==> config.mk <==
export PLATFORM = sky130hd
export DESIGN_NAME = raster_scan_gen
export DESIGN_NICKNAME = d
export VERILOG_FILES = /design/src/rtl/raster_pkg.sv /design/src/rtl/wrap_counter.sv /design/src/rtl/raster_scan_gen.sv
export SDC_FILE = /design/constraint.sdc
export NUM_CORES = 1
export LEC_CHECK = 0
export CAP_MARGIN = 0
export CORE_MARGIN = 2
export CORE_UTILIZATION = 51
export DETAILED_ROUTE_END_ITERATION = 16
export MAX_ROUTING_LAYER = met4
export PLACE_DENSITY_LB_ADDON = 0.08
export SYNTH_ARGS = -nofsm -noshare
export SYNTH_HDL_FRONTEND = slang
export SYNTH_SLANG_ARGS = --single-unit
==> constraint.sdc <==
create_clock -name clk -period 5.8 [get_ports clk]
set_input_delay 1.16 -clock clk [delete_from_list [all_inputs] [get_ports clk]]
set_output_delay 1.16 -clock clk [all_outputs]
set_load 0.005 [all_outputs]
==> src/rtl/raster_pkg.sv <==
// Shared types and width helpers for the raster position generator.
package raster_pkg;

   // Scan controller states.
   typedef enum logic [1:0] {
      IDLE = 2'd0,
      RUN  = 2'd1,
      DONE = 2'd2
   } state_e;

   // Counter width for a range 0..n-1. Never returns less than one bit.
   function automatic int cnt_width(input int n);
      return (n < 2) ? 1 : $clog2(n);
   endfunction

endpackage

==> src/rtl/wrap_counter.sv <==
// Modulo counter from 0 to MAX. It wraps by comparing against MAX, so a
// range that is not a power of two never reaches the unused codes.
module wrap_counter #(
   parameter int MAX = 3,
   parameter int W   = 2
) (
   input  logic         clk,
   input  logic         rst,
   input  logic         inc,
   input  logic         clear,
   output logic [W-1:0] value,
   output logic         at_max
);

   logic [W-1:0] value_q;
   logic [W-1:0] value_d;

   assign at_max = (value_q == W'(MAX));
   assign value  = value_q;

   // Next value: clear wins over increment; increment wraps at MAX.
   always_comb begin
      value_d = value_q;
      if (clear) begin
         value_d = '0;
      end else if (inc) begin
         value_d = at_max ? '0 : value_q + W'(1);
      end
   end

   // Counter register.
   always_ff @(posedge clk or negedge rst) begin
      if (!rst) begin
         value_q <= '0;
      end else begin
         value_q <= value_d;
      end
   end

endmodule

==> src/rtl/raster_scan_gen.sv <==
// Raster position generator. It emits (row, column) over a WIDTH x HEIGHT frame.
// Handshake: valid = (state is RUN) & enable. A position is consumed on a cycle
// where valid & ready. The position advances only on such a cycle, and there is
// no other path that moves it, apart from abort and reset.
module raster_scan_gen
   import raster_pkg::*;
#(
   parameter int WIDTH  = 32,
   parameter int HEIGHT = 32,
   parameter int FCNT_W = 8
) (
   input  logic                         clk,
   input  logic                         rst,
   input  logic                         start,
   input  logic                         abort,
   input  logic                         continuous,
   input  logic                         enable,
   input  logic                         ready,
   output logic                         valid,
   output logic [cnt_width(WIDTH)-1:0]  column_counter,
   output logic [cnt_width(HEIGHT)-1:0] row_counter,
   output logic                         sol,
   output logic                         eol,
   output logic                         sof,
   output logic                         eof,
   output logic [FCNT_W-1:0]            frame_count,
   output logic                         busy,
   output logic                         done,
   output state_e                       state_dbg
);

   localparam int CW = cnt_width(WIDTH);
   localparam int RW = cnt_width(HEIGHT);

   state_e              state_q;
   state_e              state_d;
   logic                mode_q;
   logic                mode_d;
   logic [FCNT_W-1:0]   fcnt_q;
   logic [FCNT_W-1:0]   fcnt_d;

   logic                accept;
   logic                col_at_max;
   logic                row_at_max;
   logic                last_pos;
   logic [CW-1:0]       col_val;
   logic [RW-1:0]       row_val;

   assign valid    = (state_q == RUN) && enable;
   assign accept   = valid && ready;
   assign last_pos = col_at_max && row_at_max;

   // The column counter steps on every accepted position.
   wrap_counter #(
      .MAX (WIDTH - 1),
      .W   (CW)
   ) u_col (
      .clk    (clk),
      .rst    (rst),
      .inc    (accept),
      .clear  (abort),
      .value  (col_val),
      .at_max (col_at_max)
   );

   // The row counter steps when an accepted position ends a line.
   wrap_counter #(
      .MAX (HEIGHT - 1),
      .W   (RW)
   ) u_row (
      .clk    (clk),
      .rst    (rst),
      .inc    (accept && col_at_max),
      .clear  (abort),
      .value  (row_val),
      .at_max (row_at_max)
   );

   // Next-state logic. Abort overrides everything. A start pulse is honoured only in IDLE.
   always_comb begin
      state_d = state_q;
      mode_d  = mode_q;
      if (abort) begin
         state_d = IDLE;
      end else begin
         case (state_q)
            IDLE: begin
               if (start) begin
                  state_d = RUN;
                  mode_d  = continuous;
               end
            end
            RUN: begin
               if (accept && last_pos) begin
                  state_d = mode_q ? RUN : DONE;
               end
            end
            DONE: begin
               state_d = IDLE;
            end
            default: begin
               state_d = IDLE;
            end
         endcase
      end
   end

   // The frame counter steps when the last position is accepted, in both modes. Abort holds it.
   always_comb begin
      fcnt_d = fcnt_q;
      if (!abort && accept && last_pos) begin
         fcnt_d = fcnt_q + FCNT_W'(1);
      end
   end

   // Controller registers.
   always_ff @(posedge clk or negedge rst) begin
      if (!rst) begin
         state_q <= IDLE;
         mode_q  <= 1'b0;
         fcnt_q  <= '0;
      end else begin
         state_q <= state_d;
         mode_q  <= mode_d;
         fcnt_q  <= fcnt_d;
      end
   end

   // Boundary flags are qualified by valid, so they drop during a pause.
   always_comb begin
      sol = valid && (col_val == '0);
      eol = valid && col_at_max;
      sof = valid && (col_val == '0) && (row_val == '0);
      eof = valid && last_pos;
   end

   assign column_counter = col_val;
   assign row_counter    = row_val;
   assign frame_count    = fcnt_q;
   assign busy           = (state_q == RUN);
   assign done           = (state_q == DONE);
   assign state_dbg      = state_q;

endmodule

After elaboration in Yosys (flattened, before gate mapping)
Index checks and enable logic that the tools add are counted.
- register bits: 21
- input bits: 7
- output and inout bits: 27
- word-level logic and storage cells: 45
- $add $sub $neg: 3
- eq/ne operators: 6
- multiplexer cells: 11
- bitwise logic cells: 1
- reduce and logical (&&, ||, !) cells: 19
- operators with widths (kind ; number):
    $mux 5 ; 6
    $logic_and 1x1->1 ; 11
    $add 5x1->5 const B ; 2
    $eq 5x5->1 const B ; 2
    $logic_not 5->1 ; 2
    $add 8x1->8 const B ; 1
    $mux 2 ; 4
    $pmux 2 s2 ; 1
    $reduce_bool 2->1 ; 2
    $ne 3x2->1 const B ; 1
    $ne 3x3->1 const B ; 1
    $reduce_and 3->1 ; 1
    $eq 2x1->1 const B ; 1
    $eq 2x2->1 const B ; 1
    $logic_not 2->1 ; 1
    $reduce_and 2->1 ; 1
    $logic_not 1->1 ; 1
    $not 1->1 ; 1

Logic depth before layout (Yosys ltp)
Gate-level depths: netlist (run 1).
- depth after elaboration: 7
- depth in mapped cells: 7

By module
Synthesis (run 1) repeated with hierarchy kept, for this count alone.
- cells, all modules: 109
- area total of the unflattened synthesis: 1209.9 um^2
- modules (own cells, without submodules) (module ; instances ; cells each ; area each (um^2) ; seq. area each (um^2)):
    raster_scan_gen ; 1 ; 57 ; 621.8 ; 275.3
    wrap_counter ; 2 ; 26 ; 294.0 ; 125.1

Worst setup path after synthesis (run 1)
OpenSTA, ideal clock, no wires.
- path kind: in2out
- start point: input enable
- end point: output sof
- data arrival time: 1.552 ns
- slack: 3.088 ns
- stages: 2
- buffers on the path: 0
- path through: nand2_1 > nor4bb_1
- longest elaborated chain between the ends: 3
- RTL lines (what ; line ; source):
    from (decl) ; raster_scan_gen.sv:17 ; input logic enable,
    $logic_and 1x1->1 ; raster_scan_gen.sv:49 ; assign valid = (state_q == RUN) && enable;
    $logic_and 1x1->1 (2 in series) ; raster_scan_gen.sv:133 ; sof = valid && (col_val == '0) && (row_val == '0);
    to (decl) ; raster_scan_gen.sv:24 ; output logic sof,
No other way between the ends.

Worst setup path in the final report (run 1)
Same ends and word-level chain as after synthesis.

==> flow_summary.html, run 1 <==
<table>
<tr><th>Metric</th><th>Value</th></tr>
<tr><th colspan="2">Run status</th></tr>
<tr><td>Run status</td><td>finished clean</td></tr>
<tr><th colspan="2">Finish</th></tr>
<tr><td>Layout-stage area growth over the synthesis result</td><td>29.7%</td></tr>
<tr><td>Diode count</td><td>0</td></tr>
<tr><td>Number of fill cells in the layout</td><td>slightly below 200</td></tr>
<tr><td>Nets</td><td>167</td></tr>
<tr><td>Share of final-layout standard cells stronger than drive strength 1</td><td>0.0789</td></tr>
<tr><td>Final instance area</td><td>1580 µm²</td></tr>
<tr><th colspan="2">Die</th></tr>
<tr><td>Number of placed I/O pins</td><td>34</td></tr>
<tr><td>Vertical die dimension</td><td>52.9 µm</td></tr>
<tr><td>Total number of placement rows</td><td>17</td></tr>
<tr><td>Die Area</td><td>2790 µm²</td></tr>
<tr><td>Starting utilization of the core area</td><td>0.545</td></tr>
<tr><td>Core outline area</td><td>2230 µm²</td></tr>
<tr><td>Die boundary width</td><td>roughly 53 µm</td></tr>
<tr><th colspan="2">Timing</th></tr>
<tr><td>Final period util</td><td>0.677</td></tr>
<tr><td>Total of endpoints with negative setup slack in the final report</td><td>0</td></tr>
<tr><td>Count of final hold-check violations</td><td>0</td></tr>
<tr><td>Final min period</td><td>roughly 3900 ps</td></tr>
<tr><td>Relative slew slack</td><td>0.362</td></tr>
<tr><td>Post-route clock skew</td><td>approximately 3.3 ps</td></tr>
<tr><td>RSZ-0062 raised after global routing</td><td>false</td></tr>
<tr><td>Number of max-slew violations in the final report</td><td>0</td></tr>
<tr><td>Final hold slack</td><td>475 ps</td></tr>
<tr><td>Setup Total Neg Slack</td><td>0 ps</td></tr>
<tr><td>F_max</td><td>0.255 GHz</td></tr>
<tr><td>Transition time of the tightest slew-check pin</td><td>954 ps</td></tr>
<tr><th colspan="2">Clocking</th></tr>
<tr><td>Number of CTS-inserted buffers</td><td>3</td></tr>
<tr><td>Setup repair bufs after CTS</td><td>0</td></tr>
<tr><td>Number of sinks handled by clock tree synthesis</td><td>21</td></tr>
<tr><td>Post_cts resized</td><td>0</td></tr>
<tr><td>TritonCTS clock tree</td><td>built</td></tr>
<tr><td>Root Buffer Master</td><td>clkbuf_4</td></tr>
<tr><td>Clock Path Buffers</td><td>2</td></tr>
<tr><td>Clock latency on the worst-skew pair</td><td>300 ps</td></tr>
<tr><td>Number of hold buffers added after CTS</td><td>0</td></tr>
<tr><td>Htree depth</td><td>1</td></tr>
<tr><td>Clock slew seen by the registers of the worst setup and hold paths</td><td>120 ps</td></tr>
<tr><th colspan="2">Synthesis</th></tr>
<tr><td>Mapped Avg Cell Area</td><td>10.2 µm²</td></tr>
<tr><td>Largest cells by area after synthesis</td><td>dfrtp_1 (43%), ha_1 (7.2%), xor2_1 (5.0%)</td></tr>
<tr><td>Fraction of the yosys area taken by sequential cells</td><td>0.432</td></tr>
<tr><td>Largest area contributor in the netlist</td><td>dfrtp_1</td></tr>
<tr><td>Cell area after synthesis</td><td>1220 µm²</td></tr>
<tr><td>Most used flip-flop cell after synthesis</td><td>dfrtp_1</td></tr>
<tr><td>Synthesized instance count</td><td>119</td></tr>
<tr><td>Synthesized Nets</td><td>133</td></tr>
<tr><td>Number of distinct standard cells referenced by the synthesized netlist</td><td>35</td></tr>
<tr><td>Synth warn</td><td>0</td></tr>
<tr><td>Number of enable-type register cells in the synthesized netlist</td><td>0</td></tr>
<tr><td>Share of flip-flops with an asynchronous set or reset after synthesis</td><td>1.00</td></tr>
<tr><td>Leading post-synthesis cells by instance count</td><td>dfrtp_1 (21), nor2_1 (10), inv_1 (8)</td></tr>
<tr><td>Count leader, synth</td><td>dfrtp_1</td></tr>
<tr><td>Number of synthesized register bits</td><td>21</td></tr>
<tr><td>Proportion of netlist area held by the largest area contributor</td><td>0.432</td></tr>
<tr><th colspan="2">Place</th></tr>
<tr><td>DP Area</td><td>1550 µm²</td></tr>
<tr><td>HPWL reported at the end of detailed placement</td><td>1870 µm</td></tr>
<tr><td>Final GP Congestion</td><td>0.771</td></tr>
<tr><td>Count of buffers from port buffering</td><td>33</td></tr>
<tr><th colspan="2">Critical path</th></tr>
<tr><td>Slowest stage cell, crit path</td><td>clkdlybuf4s50_1</td></tr>
<tr><td>Worst-path fanout max</td><td>4</td></tr>
<tr><td>R2r setup slk</td><td>3520 ps</td></tr>
<tr><td>Crit path buffers/inverters</td><td>2</td></tr>
<tr><td>Type of destination of the critical path</td><td>primary output</td></tr>
<tr><td>Most used cell, CP</td><td>clkdlybuf4s50_1</td></tr>
<tr><td>Ordered cell list for the critical path</td><td>clkdlybuf4s50_1 -&gt; nand2_1 -&gt; nor4bb_1 -&gt; clkdlybuf4s50_1</td></tr>
<tr><td>Class of the most critical setup path</td><td>input pin to primary output</td></tr>
<tr><td>Largest delay share family, worst path</td><td>buffers and inverters</td></tr>
<tr><td>Largest stage delay on the critical path</td><td>570 ps</td></tr>
<tr><td>Data required, critical path</td><td>4640 ps</td></tr>
<tr><td>Arrival time reported for the critical path endpoint</td><td>2770 ps</td></tr>
<tr><td>Critical path launch point type</td><td>input pin</td></tr>
<tr><th colspan="2">Route</th></tr>
<tr><td>Detailed-route wire length per cell</td><td>14.5 µm</td></tr>
<tr><td>Vias post-DR</td><td>1020</td></tr>
<tr><td>Number of optimization iterations in the first detailed-route pass</td><td>4</td></tr>
<tr><td>Residual antenna-violating net count after detailed routing</td><td>0</td></tr>
<tr><td>Aggregate routed wire length</td><td>2610 µm</td></tr>
<tr><td>DRC violations left</td><td>0</td></tr>
<tr><td>Post-DR vias/cell</td><td>5.67</td></tr>
<tr><td>Violation count after the first detailed-routing iteration</td><td>8</td></tr>
<tr><th colspan="2">Pwr</th></tr>
<tr><td>Static leakage</td><td>0.718 nW</td></tr>
<tr><td>Power density of the placed cells</td><td>154 nW/µm²</td></tr>
<tr><td>Tot Pwr</td><td>between 200 and 250 µW</td></tr>
<tr><td>Worst voltage drop across the vdd grid</td><td>0.155 mV</td></tr>
<tr><th colspan="2">GRT</th></tr>
<tr><td>Global-route wire length before repair</td><td>4620 µm</td></tr>
<tr><td>Global routing usage summed across all routing layers</td><td>0.232</td></tr>
<tr><td>Vias in the first global route</td><td>1049</td></tr>
<tr><td>Grt ovf</td><td>0</td></tr>
<tr><td>Pin count of the biggest net entering global routing</td><td>22</td></tr>
<tr><td>Antenna violations before repair</td><td>0</td></tr>
<tr><th colspan="2">Flow run</th></tr>
<tr><td>Max-Cap Viols</td><td>0</td></tr>
<tr><th colspan="2">Worst hold path</th></tr>
<tr><td>Worst min-delay path category</td><td>flop to flop</td></tr>
</table>
[sequential cells by signal, indices dropped and copies added (netlist names)]
signal       count
state_dbg        2
frame_count      8
u_col.value      5
mode_q           1
u_row.value      5
[through the flow]
step,utilization,instances,setup slack [ps]
2_1_floorplan,-,119,3090
3_3_place_gp,0.695,176,1950
3_5_place_dp,0.695,176,1850
4_1_cts,0.707,180,1850
5_1_grt,0.707,180,1730
6_report,0.707,180,1870
[routing by layer]
| layer | vias to the layer above | global-route usage | routed length (µm) |
|---|---|---|---|
| met5 | - | - | 0 |
| met2 | 32 | 0.375 | 1250 |
| met1 | 490 | 0.284 | 1210 |
| li1 | 496 | - | - |
| met4 | 0 | 0.111 | 23 |
| met3 | 2 | 0.0395 | 125 |
[cells in the final DEF (no fill, tap or decap), types with 6 or more instances in the layout]
master,n
nor2_1,10
xor2_1,7
o21ai_0,6
a21oi_1,6
clkdlybuf4s50_1,33
inv_1,8
dfrtp_1,21
ha_1,7
[kinds of logic (layout without fill, tap and decap cells)]
family                   after synthesis  in the layout  share of synthesized area
flip-flops                            21             21                      0.432
adder cells (fa/ha/maj)                7              7                     0.0719
buffers and inverters                 12             45                     0.0504
AO/OA/AOI/OAI                         17             17                     0.0781
AND/OR/NAND/NOR                       50             50                      0.275
multiplexers                           4              4                     0.0349
XOR/XNOR                               8              8                     0.0576
[worst paths after layout]
| check | start | end | cells after the start |
|---|---|---|---|
| setup / recovery | enable | sof | 4 |
| min in group asynchronous | rst | mode_q | 1 |
| max in group asynchronous | rst | u_row.value[4] | 1 |
| setup reg to reg | u_row.value[0] | frame_count[1] | 6 |
| hold reg to reg | frame_count[7] | frame_count[7] | 1 |
| hold / removal | frame_count[7] | frame_count[7] | 1 |
[power breakdown]
part           switching [mW]  internal (mW)  leakage [nW]
combinational          0.0114         0.0117         0.411
sequential            0.00231          0.149         0.290
clock                  0.0439         0.0256        0.0177
[final cells by class]
| class | count | area (µm²) | area share |
|---|---|---|---|
| clock buffer | 3 | 22.5 | 0.0143 |
| clock inverter | 1 | 5.00 | 0.00317 |
| inverter | 8 | 30.0 | 0.0190 |
| multi-input combinational | 86 | 631 | 0.399 |
| sequential | 21 | 526 | 0.333 |
| tap | 28 | 35.0 | 0.0222 |
| timing repair buffer | 33 | 330 | 0.209 |
Power figures use the tool's default switching activity.
==> run 2, diff against run 1 <==
--- a/config.mk
+++ b/config.mk
@@ -7,7 +7,7 @@
 export LEC_CHECK = 0
 export CAP_MARGIN = 0
 export CORE_MARGIN = 2
-export CORE_UTILIZATION = 51
+export CORE_UTILIZATION = 47
 export DETAILED_ROUTE_END_ITERATION = 16
 export MAX_ROUTING_LAYER = met4
 export PLACE_DENSITY_LB_ADDON = 0.08
==> constraint.sdc (replaced) <==
create_clock -name clk -period 3.9 [get_ports clk]
set_input_delay 0.78 -clock clk [delete_from_list [all_inputs] [get_ports clk]]
set_output_delay 0.78 -clock clk [all_outputs]
set_load 0.005 [all_outputs]
==> flow_summary.html, run 2 (synthesis results as in run 1) <==
<table>
<tr><th>Metric</th><th>Value</th></tr>
<tr><th colspan="2">Run status</th></tr>
<tr><td>Run status</td><td>finished clean</td></tr>
<tr><th colspan="2">Timing</th></tr>
<tr><td>F_max</td><td>0.317 GHz</td></tr>
<tr><td>Relative slew slack</td><td>0.363 (+0.000818)</td></tr>
<tr><td>Number of max-slew violations in the final report</td><td>0 (unchanged)</td></tr>
<tr><td>Final min period</td><td>3150 ps</td></tr>
<tr><td>Transition time of the tightest slew-check pin</td><td>953 ps (-1.22 ps)</td></tr>
<tr><td>Count of final hold-check violations</td><td>0 (unchanged)</td></tr>
<tr><td>Final worst-path setup slack</td><td>750 ps (-1120 ps)</td></tr>
<tr><td>Final period util</td><td>0.808</td></tr>
<tr><td>Total of endpoints with negative setup slack in the final report</td><td>0 (unchanged)</td></tr>
<tr><td>Post-route clock skew</td><td>6.59 ps (+3.25 ps)</td></tr>
<tr><td>RSZ-0062 raised after global routing</td><td>false</td></tr>
<tr><td>Setup Total Neg Slack</td><td>0 ps (unchanged)</td></tr>
<tr><th colspan="2">GRT</th></tr>
<tr><td>Antenna violations before repair</td><td>0 (unchanged)</td></tr>
<tr><td>Pin count of the biggest net entering global routing</td><td>22 (unchanged)</td></tr>
<tr><td>Vias in the first global route</td><td>937 (-11%)</td></tr>
<tr><td>Global-route wire length before repair</td><td>4210 µm (-8.8%)</td></tr>
<tr><td>Global routing usage summed across all routing layers</td><td>0.199 (-0.0337)</td></tr>
<tr><td>Grt ovf</td><td>0 (unchanged)</td></tr>
<tr><th colspan="2">Finish</th></tr>
<tr><td>Multi-input gate area</td><td>631 µm² (unchanged)</td></tr>
<tr><td>Most used cells in the layout excluding fill and tap cells</td><td>clkdlybuf4s50_1 (33), dfrtp_1 (21), nor2_1 (10)</td></tr>
<tr><td>Nets</td><td>167 (unchanged)</td></tr>
<tr><td>Register Area</td><td>526 µm² (unchanged)</td></tr>
<tr><td>Diode count</td><td>0 (unchanged)</td></tr>
<tr><td>Util after Layout</td><td>0.644 (-0.0628)</td></tr>
<tr><td>Number of flip-flops in the largest register</td><td>8 (unchanged)</td></tr>
<tr><td>Layout-stage area growth over the synthesis result</td><td>29.9%</td></tr>
<tr><td>Number of fill cells in the layout</td><td>229 (+18%)</td></tr>
<tr><td>Share of final-layout standard cells stronger than drive strength 1</td><td>0.0789 (unchanged)</td></tr>
<tr><td>Most common cell after layout, fill and taps aside</td><td>clkdlybuf4s50_1</td></tr>
<tr><th colspan="2">Route</th></tr>
<tr><td>Residual antenna-violating net count after detailed routing</td><td>0 (unchanged)</td></tr>
<tr><td>Vias post-DR</td><td>1027 (+0.69%)</td></tr>
<tr><td>Number of optimization iterations in the first detailed-route pass</td><td>4 (unchanged)</td></tr>
<tr><td>Aggregate routed wire length</td><td>2630 µm (+0.84%)</td></tr>
<tr><td>Violation count after the first detailed-routing iteration</td><td>12 (+4)</td></tr>
<tr><td>Post-DR vias/cell</td><td>5.64 (-0.42%)</td></tr>
<tr><td>DRC violations left</td><td>0 (unchanged)</td></tr>
<tr><td>Detailed-route wire length per cell</td><td>14.4 µm (-0.26%)</td></tr>
<tr><th colspan="2">Clocking</th></tr>
<tr><td>TritonCTS clock tree</td><td>built</td></tr>
<tr><td>Htree depth</td><td>1 (unchanged)</td></tr>
<tr><td>Number of sinks handled by clock tree synthesis</td><td>21 (unchanged)</td></tr>
<tr><td>Setup repair bufs after CTS</td><td>0 (unchanged)</td></tr>
<tr><td>Number of hold buffers added after CTS</td><td>0 (unchanged)</td></tr>
<tr><td>Root Buffer Master</td><td>clkbuf_4</td></tr>
<tr><td>Clock slew seen by the registers of the worst setup and hold paths</td><td>120 ps (about the same)</td></tr>
<tr><td>Number of CTS-inserted buffers</td><td>3 (unchanged)</td></tr>
<tr><td>Post_cts resized</td><td>0 (unchanged)</td></tr>
<tr><td>Clock Path Buffers</td><td>2 (unchanged)</td></tr>
<tr><td>Clock latency on the worst-skew pair</td><td>310 ps (about the same)</td></tr>
<tr><th colspan="2">Pwr</th></tr>
<tr><td>Combinational cell fraction of total power</td><td>0.094 (about the same)</td></tr>
<tr><td>Power density of the placed cells</td><td>231 nW/µm² (+50%)</td></tr>
<tr><td>Clock Power Share</td><td>0.292 (+0.007)</td></tr>
<tr><td>Switching Power</td><td>88.7 µW (+54%)</td></tr>
<tr><td>Fraction of power consumed by sequential logic</td><td>0.615 (-0.005)</td></tr>
<tr><td>Proportion of total power due to net switching</td><td>0.243 (+0.00624)</td></tr>
<tr><td>Internal power component</td><td>277 µW (+49%)</td></tr>
<tr><td>Worst voltage drop across the vdd grid</td><td>0.313 mV (+100%)</td></tr>
<tr><td>Tot Pwr</td><td>365 µW (+50%)</td></tr>
<tr><td>Static leakage</td><td>0.718 nW (unchanged)</td></tr>
<tr><th colspan="2">Place</th></tr>
<tr><td>HPWL reported at the end of detailed placement</td><td>1880 µm (+0.18%)</td></tr>
<tr><td>Setup WS pre-CTS</td><td>736 ps (-1120 ps)</td></tr>
<tr><td>Count of buffers from port buffering</td><td>33 (unchanged)</td></tr>
<tr><td>Final GP Congestion</td><td>0.739 (-4.1%)</td></tr>
<tr><th colspan="2">Die</th></tr>
<tr><td>Die boundary width</td><td>54.9 µm (+3.9%)</td></tr>
<tr><td>Vertical die dimension</td><td>54.9 µm (+3.9%)</td></tr>
<tr><td>Die Area</td><td>3010 µm² (+7.9%)</td></tr>
<tr><td>Total number of placement rows</td><td>18 (+1)</td></tr>
<tr><td>Core outline area</td><td>2450 µm² (+9.9%)</td></tr>
<tr><td>Starting utilization of the core area</td><td>0.496 (-0.0492)</td></tr>
<tr><td>Number of placed I/O pins</td><td>34 (unchanged)</td></tr>
<tr><th colspan="2">Critical path</th></tr>
<tr><td>Most used cell, CP</td><td>clkdlybuf4s50_1</td></tr>
<tr><td>Largest delay share family, worst path</td><td>buffers and inverters</td></tr>
<tr><td>Worst-path fanout max</td><td>4 (unchanged)</td></tr>
<tr><td>Number of cells traversed by the worst register-to-register path</td><td>6 (unchanged)</td></tr>
<tr><td>Arrival time reported for the critical path endpoint</td><td>2370 ps (-400 ps)</td></tr>
<tr><td>Slowest stage cell, crit path</td><td>clkdlybuf4s50_1</td></tr>
<tr><td>Class of the most critical setup path</td><td>input pin to primary output</td></tr>
<tr><td>Crit path buffers/inverters</td><td>2 (unchanged)</td></tr>
<tr><td>Data required, critical path</td><td>3120 ps (-1520 ps)</td></tr>
<tr><td>Critical path launch point type</td><td>input pin</td></tr>
<tr><td>Ordered cell list for the critical path</td><td>clkdlybuf4s50_1 -&gt; nand2_1 -&gt; nor4bb_1 -&gt; clkdlybuf4s50_1</td></tr>
<tr><td>R2r setup slk</td><td>1610 ps (-1910 ps)</td></tr>
<tr><td>Largest stage delay on the critical path</td><td>580 ps (about the same)</td></tr>
<tr><td>Reg-to-reg critical path startpoint</td><td>u_row.value[0]</td></tr>
<tr><td>Type of destination of the critical path</td><td>primary output</td></tr>
<tr><td>End of the worst register-to-register path</td><td>frame_count[7]</td></tr>
<tr><th colspan="2">Flow run</th></tr>
<tr><td>Max-Cap Viols</td><td>0 (unchanged)</td></tr>
<tr><th colspan="2">Worst hold path</th></tr>
<tr><td>Hold EP</td><td>frame_count[7]</td></tr>
<tr><td>Number of cells on the worst hold path</td><td>1 (unchanged)</td></tr>
<tr><td>Hold path startpoint</td><td>frame_count[7]</td></tr>
<tr><td>Worst min-delay path category</td><td>flop to flop</td></tr>
</table>
==> run 2: power by group through the flow <==
stage	Clock [mW]	Sequential (mW)	Combinational [mW]
after global placement	0	0.229	0.0340
after global routing	0.120	0.226	0.0383
final	0.107	0.225	0.0342
after CTS	0.109	0.225	0.0349
after detailed placement	0	0.229	0.0349
after floorplan	0	0.228	0.0135
==> run 2: metal layers <==
metal	track usage	vias up	routed length, µm	share of wire
li1	-	498	-	-
met1	0.256	502	1200	0.46
met2	0.329	25	1300	0.50
met3	0.0484	2	116	0.044
met4	0.0244	0	10	0.0038
met5	-	-	0	0
==> run 2: final cells by class <==
class,instances,share of cell area
multi-input cells,86,0.399
flip-flops and latches,21,0.332
repair buffers,33,0.209
well taps,30,0.0237
inverters,8,0.0190
clock buffers,3,0.0142
clock inverters,1,0.00316
==> run 2: worst max path at each step <==
stage	startpoint	endpoint	slack (ps)	cells past startpoint
after global routing	enable	sof	690	4
after detailed placement	enable	sof	740	4
after global placement	enable	sof	810	4
after CTS	enable	sof	730	4
after floorplan	u_row.value[0]	eof	1930	5
final	enable	sof	750	4
==> run 2: per-stage QoR <==
step | hold slack (ps) | instance area (µm²) | std cells
CTS | 500 | 1580 | 182
floorplan | 465 | 1220 | 119
detailed placement | 480 | 1550 | 178
global placement | 459 | 1550 | 178
global route | 517 | 1580 | 182
finish | 494 | 1580 | 182
==> run 2: worst reg2reg max path: cells and delay by family, from the launching register on <==
family | cells | cell delay, ps
fa+ha+maj | 2 | 520
flops | 1 | 460
simple gates | 3 | 1060
xor+xnor | 1 | 190
